**config.mk**
```make
export PLATFORM = sky130hd
export DESIGN_NAME = vc_alloc_arbiter
export DESIGN_NICKNAME = d
export VERILOG_FILES = /design/src/rtl/noc_params.sv /design/src/rtl/rr_arbiter.sv /design/src/rtl/vc_alloc_arbiter.sv
export SDC_FILE = /design/constraint.sdc
export NUM_CORES = 1
export LEC_CHECK = 0
export ABC_AREA = 1
export CAP_MARGIN = 20
export CORE_AREA = 10 10 158 160
export DETAILED_ROUTE_END_ITERATION = 16
export DIE_AREA = 0 0 168 170
export HOLD_SLACK_MARGIN = 0.02
export PLACE_DENSITY = 0.65
export SYNTH_ARGS = -nofsm -noshare
export SYNTH_HDL_FRONTEND = slang
export SYNTH_SLANG_ARGS = --single-unit
```
**constraint.sdc**
```tcl
create_clock -name clk -period 5.9 [get_ports clk]
set_input_delay 1.77 -clock clk [delete_from_list [all_inputs] [get_ports clk]]
set_output_delay 1.77 -clock clk [all_outputs]
set_load 0.03 [all_outputs]
```
**src/rtl/noc_params.sv**
```systemverilog
// rtl/noc_params.sv - shared router parameters, port encoding and free-VC encoder
package noc_params;

   localparam int PORT_NUM = 5;
   localparam int VC_NUM   = 2;
   localparam int VC_SIZE  = (VC_NUM > 1) ? $clog2(VC_NUM) : 1;
   localparam int PTR_W    = (PORT_NUM > 1) ? $clog2(PORT_NUM) : 1;

   typedef enum logic [2:0] {
      LOCAL = 3'd0,
      NORTH = 3'd1,
      SOUTH = 3'd2,
      WEST  = 3'd3,
      EAST  = 3'd4
   } port_t;

   // Index of the lowest set bit; callers only use the result when mask != 0.
   function automatic logic [VC_SIZE-1:0] lowest_free(input logic [VC_NUM-1:0] mask);
      lowest_free = '0;
      for (int v = VC_NUM - 1; v >= 0; v--) begin
         if (mask[v]) lowest_free = VC_SIZE'(v);
      end
   endfunction

endpackage

```
**src/rtl/rr_arbiter.sv**
```systemverilog
// rtl/rr_arbiter.sv - combinational round-robin pick: first request at or after ptr
module rr_arbiter #(
   parameter int N = 5,
   parameter int W = (N > 1) ? $clog2(N) : 1
) (
   input  logic [N-1:0] request,
   input  logic [W-1:0] ptr,
   output logic [N-1:0] grant,
   output logic [W-1:0] grant_idx
);

   int idx;

   // Scan from the farthest offset back to ptr so the closest hit overwrites the rest.
   always_comb begin
      grant     = '0;
      grant_idx = '0;
      idx       = 0;
      for (int k = N - 1; k >= 0; k--) begin
         idx = int'(ptr) + k;
         if (idx >= N) idx = idx - N;
         if (request[idx]) begin
            grant      = '0;
            grant[idx] = 1'b1;
            grant_idx  = W'(idx);
         end
      end
   end

endmodule

```
**src/rtl/vc_alloc_arbiter.sv**
```systemverilog
// rtl/vc_alloc_arbiter.sv - per-router VC allocator: round-robin per output, lowest free VC
module vc_alloc_arbiter
   import noc_params::*;
(
   input  logic                              clk,
   input  logic                              rst,
   input  logic [PORT_NUM-1:0]               vc_request,
   input  port_t [PORT_NUM-1:0]              out_port,
   input  logic [PORT_NUM-1:0]               release_valid,
   input  logic [PORT_NUM-1:0][VC_SIZE-1:0]  release_vc,
   output logic [PORT_NUM-1:0]               vc_valid,
   output logic [PORT_NUM-1:0][VC_SIZE-1:0]  vc_new,
   output logic [PORT_NUM-1:0][VC_NUM-1:0]   free_mask,
   output logic                              err_double_free
);

   logic [PORT_NUM-1:0][PTR_W-1:0]    rr_ptr;
   logic [PORT_NUM-1:0][PORT_NUM-1:0] port_req;
   logic [PORT_NUM-1:0][PORT_NUM-1:0] arb_grant;
   logic [PORT_NUM-1:0][PTR_W-1:0]    arb_idx;
   logic [PORT_NUM-1:0][VC_SIZE-1:0]  free_idx;
   logic [PORT_NUM-1:0]               grant_ok;

   logic [PORT_NUM-1:0]               valid_d;
   logic [PORT_NUM-1:0][VC_SIZE-1:0]  new_d;
   logic [PORT_NUM-1:0][VC_NUM-1:0]   mask_d;
   logic [PORT_NUM-1:0][PTR_W-1:0]    ptr_d;
   logic                              err_d;

   // Inputs showing a grant this cycle are masked so a held request is not served twice.
   always_comb begin
      port_req = '0;
      for (int o = 0; o < PORT_NUM; o++) begin
         for (int i = 0; i < PORT_NUM; i++) begin
            port_req[o][i] = vc_request[i] && (out_port[i] == port_t'(o)) && !vc_valid[i];
         end
      end
   end

   for (genvar o = 0; o < PORT_NUM; o++) begin : g_out
      rr_arbiter #(
         .N (PORT_NUM),
         .W (PTR_W)
      ) u_rr (
         .request   (port_req[o]),
         .ptr       (rr_ptr[o]),
         .grant     (arb_grant[o]),
         .grant_idx (arb_idx[o])
      );

      assign free_idx[o] = lowest_free(free_mask[o]);
      assign grant_ok[o] = (|arb_grant[o]) && (|free_mask[o]);
   end

   // Grant and release both work from the registered mask; a release only frees a busy VC,
   // so it can never collide with the VC granted in the same cycle.
   always_comb begin
      valid_d = '0;
      new_d   = vc_new;
      mask_d  = free_mask;
      ptr_d   = rr_ptr;
      err_d   = err_double_free;
      for (int o = 0; o < PORT_NUM; o++) begin
         if (grant_ok[o]) begin
            valid_d[arb_idx[o]]    = 1'b1;
            new_d[arb_idx[o]]      = free_idx[o];
            mask_d[o][free_idx[o]] = 1'b0;
            ptr_d[o] = (arb_idx[o] == PTR_W'(PORT_NUM - 1)) ? '0 : arb_idx[o] + PTR_W'(1);
         end
         if (release_valid[o]) begin
            if (free_mask[o][release_vc[o]]) begin
               err_d = 1'b1;
            end else begin
               mask_d[o][release_vc[o]] = 1'b1;
            end
         end
      end
   end

   always_ff @(posedge clk) begin
      if (rst) begin
         vc_valid        <= '0;
         vc_new          <= '0;
         free_mask       <= '1;
         rr_ptr          <= '0;
         err_double_free <= 1'b0;
      end else begin
         vc_valid        <= valid_d;
         vc_new          <= new_d;
         free_mask       <= mask_d;
         rr_ptr          <= ptr_d;
         err_double_free <= err_d;
      end
   end

endmodule
```
==> flow_summary_export.csv <==
group,metric,value,unit
global_route,grt_pass1_wl,43.3,mm
global_route,antenna_found_initial,0,
global_route,gr-usage-met1,24.0,%
sta,relSlewSlack,41.7,%
route,first_iter_violations,816,
floorplan,coreArea,0.0217,mm2
setup_path,required,6060,ps
synthesis,yosysSeqAreaShare,8.37,%
sta,worstMarginPinSlew,867,ps
global_route,grt_pass1_vias,8646,
clocking,h-tree-depth,2,
synthesis,synth_edf_count,0,
clocking,cts.repair.resized,0,
route,routed_via_density,5.30,
route,wl,26.5,mm
final_layout,multi_input_comb_area,0.00695,mm2
floorplan,start_util,39.7,%
clocking,cts_tree,"yes",
sta,finalSetupViolations,0,
clocking,clkSinkCount,36,
min_path,hp-class,"register to register",
synthesis,syn_area_per_cell,5.78,um2
final_layout,antenna_cells,0,
route,vias,9659,
global_route,groute.usage.overall,17.7,%
clocking,cts_root_buf,"clkbuf_16",
clocking,clock_latency,290,ps
synthesis,syn_inst,1491,
synthesis,netlist_area,0.00861,mm2
floorplan,dieArea,0.0286,mm2
sta,fmax,212,MHz
final_layout,regArea,721,um2
global_route,grt_util_met3,1.68,%
global_route,grt_use_met2,29.8,%
sta,fin_crit,4720,ps
final_layout,syn_to_final_growth,11.4,%
placement,portBuffers,52,
global_route,grt_max_degree,24,
floorplan,rows,54,
sta,finClkSkew,4.82,ps
route,drc,0,
clocking,clk_pin_slew,60,ps
sta,slew_viol_final,0,
clocking,cts_made_buffers,5,
setup_path,cp.arrival,4880,ps
sta,finalHoldViolCount,0,
synthesis,syn_nets,1634,
setup_path,end_kind,"register",
setup_path,worstSetupStartpointType,"primary input",
clocking,ctsHoldBuffers,0,
final_layout,fillCellCount,2382,
floorplan,die_w,168,um
clocking,cts_max_path_buffers,2,
final_layout,nets,1686,
placement,place.gp.congestion,0.976,
sta,rsz0062_at_grt,"no",
sta,final.period_utilization,80.0,%
route,wire_per_inst,14.5,um
setup_path,worstSetupPathType,"primary input to register",
synthesis,synthArstFlopShare,0,%
route,firstDrtPassIters,5,
setup_path,crit_path_max_fanout,7,
synthesis,ys_warn_count,0,
global_route,top_usage_layer,"met2",
clocking,cts_setup_buffers,0,
synthesis,synth_ff_type,"dfxtp_1",
outcome,status,"completed",
final_layout,drive_gt1_share,7.25,%
placement,dp_hpwl,21.8,mm
sta,finalSetupTns,0,ps
floorplan,io-pin-count,53,
flow_run,max-cap-violations,0,
route,ant_nets,0,
floorplan,die_h,170,um
synthesis,yosysUniqueCellTypes,64,
synthesis,synth-seq-cells,36,
global_route,gr-total-overflow,0,
## metal layers
metal | part of all wire, % | vias to the layer above
met3 | 5.4 | 30
met2 | 46 | 286
met4 | 1.7 | 0
met1 | 47 | 4336
li1 | - | 5007
met5 | 0 | -
## cell type report
type,instances,area share (%)
Multi-Input combinational cell,1214,72.4
Inverter,228,8.92
Sequential cell,36,7.51
Timing Repair Buffer,58,5.89
Tap cell,280,3.65
Clock buffer,6,1.45
Clock inverter,2,0.143
## stage by stage
step           cells  setup slack (ps)  utilization, %  cell area [um2]  hold WS (ps)
2_1_floorplan   1491              2120               -             8610           618
3_3_place_gp    1816               903            43.5             9440           504
3_5_place_dp    1816               896            43.5             9440           496
4_1_cts         1824              1160            44.2             9600           510
5_1_grt         1824               749            44.2             9600           569
6_report        1824              1180            44.2             9600           512
## cells in the final DEF, fill, tap and decap left out, drive strengths merged, types with 2 or more instances in the layout
cell | Yosys | layout
clkinv | 1 | 2
buf | 10 | 6
a21boi | 6 | 6
xnor2 | 2 | 2
nand3 | 141 | 141
a211oi | 8 | 8
o211ai | 19 | 19
clkbuf | 3 | 6
a21oi | 77 | 77
nand3b | 4 | 4
nor2 | 136 | 136
a22oi | 2 | 2
dfxtp | 36 | 36
o22ai | 7 | 7
xor2 | 20 | 20
clkdlybuf4s50 | 0 | 52
o21a | 11 | 11
fa | 5 | 5
nor3 | 27 | 27
inv | 227 | 228
o31ai | 7 | 7
nand4 | 32 | 32
o311ai | 4 | 4
o2111ai | 6 | 6
a31oi | 5 | 5
a221o | 2 | 2
ha | 106 | 106
or2 | 4 | 4
o21ai | 109 | 109
nand2 | 464 | 464
## worst paths after layout
check            endpoint  slack, ps  cells past startpoint     startpoint
max reg2reg     vc_new[0]       1790                     23      rr_ptr[0]
max             vc_new[4]       1180                     18  vc_request[2]
min          free_mask[5]        510                      2   free_mask[5]
min reg2reg  free_mask[5]        510                      2   free_mask[5]
## cells in the mapped netlist (all sizes together), types with 2 or more instances
master   count  share of area (%)
ha         106                 15
a221o        2               0.23
o31ai        7               0.67
buf         10               0.87
o22ai        7               0.51
clkbuf       3               0.13
nand3      141                8.9
a22oi        2               0.17
xor2        20                2.9
nor2       136                6.7
o2111ai      6               0.61
a21boi       6               0.57
a211oi       8               0.70
dfxtp       36                8.4
nand3b       4               0.54
a31oi        5               0.36
fa           5                1.2
a21oi       77                5.0
or2          4               0.29
inv        227                9.9
nor3        27                1.8
nand4       32                2.3
o211ai      19                1.9
o311ai       4               0.41
o21a        11                1.0
nand2      464                 21
o21ai      109                6.6
xnor2        2               0.20
## registers in the layout (all words and copies together), names as in the netlist
signal	flops
err_double_free	1
vc_new	5
rr_ptr	15
free_mask	10
vc_valid	5
## worst max-delay path, stage by stage
cell,delay (ps)
clkdlybuf4s50_1,460
inv_1,40
nor2_1,140
nand2_1,170
nor3_1,700
inv_1,150
o2111ai_1,220
nand3_1,120
inv_1,170
nor2_1,70
nand2_1,80
nand3_2,150
nor2_2,190
nand2_1,150
o22ai_1,140
inv_1,50
nand2_1,60
a21oi_1,50
## logic make-up after synthesis
group / count (synthesis) / share of synthesized area (%)
adders and majority gates: 111 / 16.6
buffers and inverters: 241 / 10.9
xor gates and xnor gates: 22 / 3.15
DFF: 36 / 8.37
AOI/OAI and AO/OA: 271 / 19.5
and+or+nand+nor: 809 / 41.4
other: 1 / 0.0435
Power is left out: the tool's default activity adds up to more than one toggle a clock period on the data nets, which glitch-free logic cannot reach.
==> edit 1 (config.mk and constraints unchanged) <==
Change the package constant `PORT_NUM` from 5 to 6.
--- a/src/rtl/noc_params.sv
+++ b/src/rtl/noc_params.sv
@@ -1,7 +1,7 @@
 // rtl/noc_params.sv - shared router parameters, port encoding and free-VC encoder
 package noc_params;
 
-   localparam int PORT_NUM = 5;
+   localparam int PORT_NUM = 6;
    localparam int VC_NUM   = 2;
    localparam int VC_SIZE  = (VC_NUM > 1) ? $clog2(VC_NUM) : 1;
    localparam int PTR_W    = (PORT_NUM > 1) ? $clog2(PORT_NUM) : 1;
Interface: changed (7 resized); port bits go from 53 to 63. The function was not compared with the original's and may differ.
==> edit 1 against the original RTL <==
  * Die area is the same
  * Final area grew 11%
  * First-iteration DRC count shrank 12%
  * Synthesized area grew 11%
  * Sequential cell count grew 7
  * Cell count grew 12%
  * Critical path type unchanged
  * Wire length grew 10%
  * Setup slack lost 0.060 ns
Power is not shown: default switching activity piles up to over one toggle a cycle in this logic, so the estimate is an artifact.
==> edit 1: results (changes against the original RTL) <==
metric;value;unit;change
avgRoutedWirePerCell;14.3;um;was 14.5 um
synth-compound-area-share;17.5;%;was 19.5%
multi_input_area_share;71.2;%;was 72.4%
place_area;0.0105;sq mm;was 0.00944 sq mm
min_to;free_mask[11];;was free_mask[5]
grt_pass1_wl;47.3;mm;was 43.3 mm
n_all_inverters;273;;was 228
crit_arrival;5.01;ns;was 4.88 ns
via_per_inst;5.24;;was 5.30
worst_pin_slew;1.00;ns;was 0.867 ns
r2r_setup_slack;1.66;ns;was 1.79 ns
path_max_fanout;13;;was 7
num-nets-final;1906;;was 1686
reg_top3;rr_ptr x18, free_mask x12;;was rr_ptr x15, free_mask x10
grtUsageTotal;19.5;%;was 17.7%
drt_iter0_drc;719;;was 816
fin_hold_ws;0.509;ns;was 0.512 ns
outcome;finished clean;;unchanged
slowest_stage;clkdlybuf4s50_1;;was nor3_1
place.gp.congestion;0.985;;was 0.976
cts_sinks;43;;was 36
pre_cts_slack;0.846;ns;was 0.896 ns
n_antenna_cell;1;;was 0
m1WireLength;13.5;mm;was 12.5 mm
first_pass_iters;7;;was 5
min-delay-start;free_mask[11];;was free_mask[5]
grtUsageMet2;32.7;%;was 29.8%
met3_length;1.86;mm;was 1.42 mm
synth_area_leaders;nand2_1, ha_1, inv_1, dfxtp_1, nand3_1;;unchanged
dpl.hpwl;24.6;mm;was 21.8 mm
grt_pass1_vias;9567;;was 8646
[edit 1: changes by cell type in the layout (fill, tap and decap cells not counted), sizes merged, moves of 8 or more]
cell and delta:
nor3 -8, clkdlybuf4s50 +10, a21oi +25, nand2 +103, nand3b +13, inv +44
nand4 -14, nor2 +24, o21a -8, xnor2 +10
[edit 1: worst max-delay path by stage]
| stage | startpoint | to | slack [ns] |
|---|---|---|---|
| finish | out_port[1] | vc_new[4] | 1.12 |
| global route | out_port[1] | vc_new[3] | 0.76 |
| floorplan | out_port[15] | vc_new[4] | 2.14 |
| detailed placement | out_port[1] | vc_new[4] | 0.85 |
| global placement | out_port[1] | vc_new[4] | 0.84 |
| CTS | out_port[1] | vc_new[4] | 1.13 |
[edit 1: logic make-up (layout without fill, tap and decap cells)]
group	count (synthesis)	after routing
and+or+nand+nor	944	944
buffers and inverters	293	347
AOI/OAI and AO/OA	286	286
adders and majority gates	109	109
DFF	43	43
xor gates and xnor gates	31	31
other	0	1
==> edit 2 (same settings) <==
Without the edit above. Add an input register stage for `vc_request`, `out_port`, `release_valid` and `release_vc`, without a reset; this delays them by one clock.
--- a/src/rtl/vc_alloc_arbiter.sv
+++ b/src/rtl/vc_alloc_arbiter.sv
@@ -13,6 +13,18 @@
    output logic [PORT_NUM-1:0][VC_NUM-1:0]   free_mask,
    output logic                              err_double_free
 );
+
+   logic [PORT_NUM-1:0] vc_request_q;
+   port_t [PORT_NUM-1:0] out_port_q;
+   logic [PORT_NUM-1:0] release_valid_q;
+   logic [PORT_NUM-1:0][VC_SIZE-1:0] release_vc_q;
+
+   always_ff @(posedge clk) begin
+      vc_request_q    <= vc_request;
+      out_port_q      <= out_port;
+      release_valid_q <= release_valid;
+      release_vc_q    <= release_vc;
+   end
 
    logic [PORT_NUM-1:0][PTR_W-1:0]    rr_ptr;
    logic [PORT_NUM-1:0][PORT_NUM-1:0] port_req;
@@ -32,7 +44,7 @@
       port_req = '0;
       for (int o = 0; o < PORT_NUM; o++) begin
          for (int i = 0; i < PORT_NUM; i++) begin
-            port_req[o][i] = vc_request[i] && (out_port[i] == port_t'(o)) && !vc_valid[i];
+            port_req[o][i] = vc_request_q[i] && (out_port_q[i] == port_t'(o)) && !vc_valid[i];
          end
       end
    end
@@ -67,11 +79,11 @@
             mask_d[o][free_idx[o]] = 1'b0;
             ptr_d[o] = (arb_idx[o] == PTR_W'(PORT_NUM - 1)) ? '0 : arb_idx[o] + PTR_W'(1);
          end
-         if (release_valid[o]) begin
-            if (free_mask[o][release_vc[o]]) begin
+         if (release_valid_q[o]) begin
+            if (free_mask[o][release_vc_q[o]]) begin
                err_d = 1'b1;
             end else begin
-               mask_d[o][release_vc[o]] = 1'b1;
+               mask_d[o][release_vc_q[o]] = 1'b1;
             end
          end
       end
Function: changed (a bounded check fails within 4 cycles, from zero or initial values and one cycle with rst high).
==> edit 2 against the original RTL <==
  * Maximum frequency grew 19%
  * Cell count shrank 2.2%
  * Critical path depth grew 3
  * Wire length shrank 0.25%
  * Register-to-register slack gained 0.14 ns
  * Final area grew 9.5%
  * Synthesized area grew 9.9%
  * Sequential cell count grew 30
  * Setup slack gained 0.75 ns
  * Largest cell class unchanged
Power is not shown: default switching activity piles up to over one toggle a cycle in this logic, so the estimate is an artifact.
==> edit 2: results (changes against the original RTL) <==
metric;value;unit;change
outcome;finished clean;;unchanged
htree_levels;3;;was 2
min-delay-start;release_valid_q[4];;was free_mask[5]
grtUsageTotal;17.9;%;was 17.7%
grt_pass1_wl;43.2;mm;was 43.3 mm
avgRoutedWirePerCell;14.8;um;was 14.5 um
grt_start_max_net_pins;22;;was 24
synth_area_leaders;ha_1, dfxtp_1, nand2_1, inv_1, nand3_1;;was nand2_1, ha_1, inv_1, dfxtp_1, nand3_1
reg_top3;out_port_q x15, rr_ptr x15, free_mask x10;;was rr_ptr x15, free_mask x10
drt_iter0_drc;594;;was 816
grt_pass1_vias;8716;;was 8646
syn-num-nets;1597;;was 1634
synthCells;1448;;was 1491
worst_pin_slew;0.749;ns;was 0.867 ns
r2r.worst_path.cells;21;;was 23
dpl.hpwl;21.3;mm;was 21.8 mm
rr_endpoint;rr_ptr[14];;was vc_new[0]
whs_path_depth;1;;was 2
via_per_inst;5.28;;was 5.30
yosysSeqAreaShare;14.0;%;was 8.37%
tns;0;ns;unchanged
min_to;free_mask[8];;was free_mask[5]
numCtsBuffers;9;;was 5
crit_path_max_incr_delay;0.66;ns;was 0.70 ns
clkLatencyLatePin;0.35;ns;was 0.29 ns
fin_skew;0.0121;ns;was 0.00482 ns
ys_top_cells_by_count;nand2_1, inv_1, ha_1, nor2_1, nand3_1;;was nand2_1, inv_1, nand3_1, nor2_1, ha_1
r2r_setup_slack;1.93;ns;was 1.79 ns
post-cts-setup-buffers;0;;unchanged
drive_above_1_share;12.7;%;was 7.25%
path_max_fanout;13;;was 7
cp-startpoint;rr_ptr[12];;was vc_request[2]
crit_arrival;4.23;ns;was 4.88 ns
design.core.area;0.0217;sq mm;unchanged
wl;26.4;mm;was 26.5 mm
ys_warn_count;0;;unchanged
yosysUniqueCellTypes;68;;was 64
slowest_stage;dfxtp_1;;was nor3_1
place.gp.congestion;0.931;;was 0.976
==> edit 2: cell types whose count changed in the layout (fill, tap and decap cells not counted), moves of 10 or more <==
cell / change
dfxtp_1: +30
nand2_1: -107
o21ai_1: +19
nand2_2: +18
nor2_1: -20
nand3_1: -47
a21oi_2: +10
==> edit 2: cell families (layout without fill, tap and decap cells) <==
| logic type | count (synthesis) | after routing | share of synthesized area [%] |
|---|---|---|---|
| muxes | 2 | 2 | 0.225 |
| AOI/OAI and AO/OA | 312 | 312 | 22.3 |
| other | 1 | 1 | 0.0396 |
| and+or+nand+nor | 672 | 672 | 33.7 |
| adders and majority gates | 117 | 117 | 15.9 |
| xor gates and xnor gates | 25 | 25 | 3.11 |
| DFF | 66 | 66 | 14.0 |
| buffers and inverters | 253 | 308 | 10.9 |
==> edit 2: metrics by stage <==
| step | instance area, sq um | hold slack (ns) | setup slack, ns |
|---|---|---|---|
| finish | 10500 | 0.513 | 1.93 |
| floorplan | 9470 | 0.474 | 2.56 |
| CTS | 10500 | 0.513 | 1.95 |
| detailed placement | 10200 | 0.498 | 1.99 |
| global placement | 10200 | 0.492 | 1.95 |
| global route | 10500 | 0.532 | 1.51 |
==> edit 2: final cells by class <==
| cell class | instances | area, sq um |
|---|---|---|
| Fill cell | 2254 | 11200 |
| Tap cell | 280 | 350 |
| Multi-Input combinational cell | 1129 | 7110 |
| Sequential cell | 66 | 1320 |
| Clock buffer | 13 | 260 |
| Clock inverter | 2 | 12.5 |
| Inverter | 238 | 906 |
| Timing Repair Buffer | 55 | 543 |
==> edit 2: worst max path at each step <==
stage,end,slack (ns),cells after the start
6_report,rr_ptr[14],1.93,21
5_1_grt,vc_new[0],1.51,30
4_1_cts,vc_new[0],1.95,30
3_5_place_dp,rr_ptr[14],1.99,21
3_3_place_gp,vc_new[2],1.95,27
2_1_floorplan,vc_new[2],2.56,27
==> edit 2: per-layer routing <==
layer	up-vias	track usage, %	wire [um]
li1	4902	-	-
met3	27	2.88	1060
met4	0	4.84	433
met2	181	30.1	12200
met5	-	0	0
met1	4313	23.2	12800
==> edit 2: critical path: cells and delay by family, from the launching register on <==
kind,cells,cell delay [ns]
adders and majority gates,3,0.91
buffers and inverters,4,0.56
DFF,1,0.66
and+or+nand+nor,9,1.01
AOI/OAI and AO/OA,5,0.75
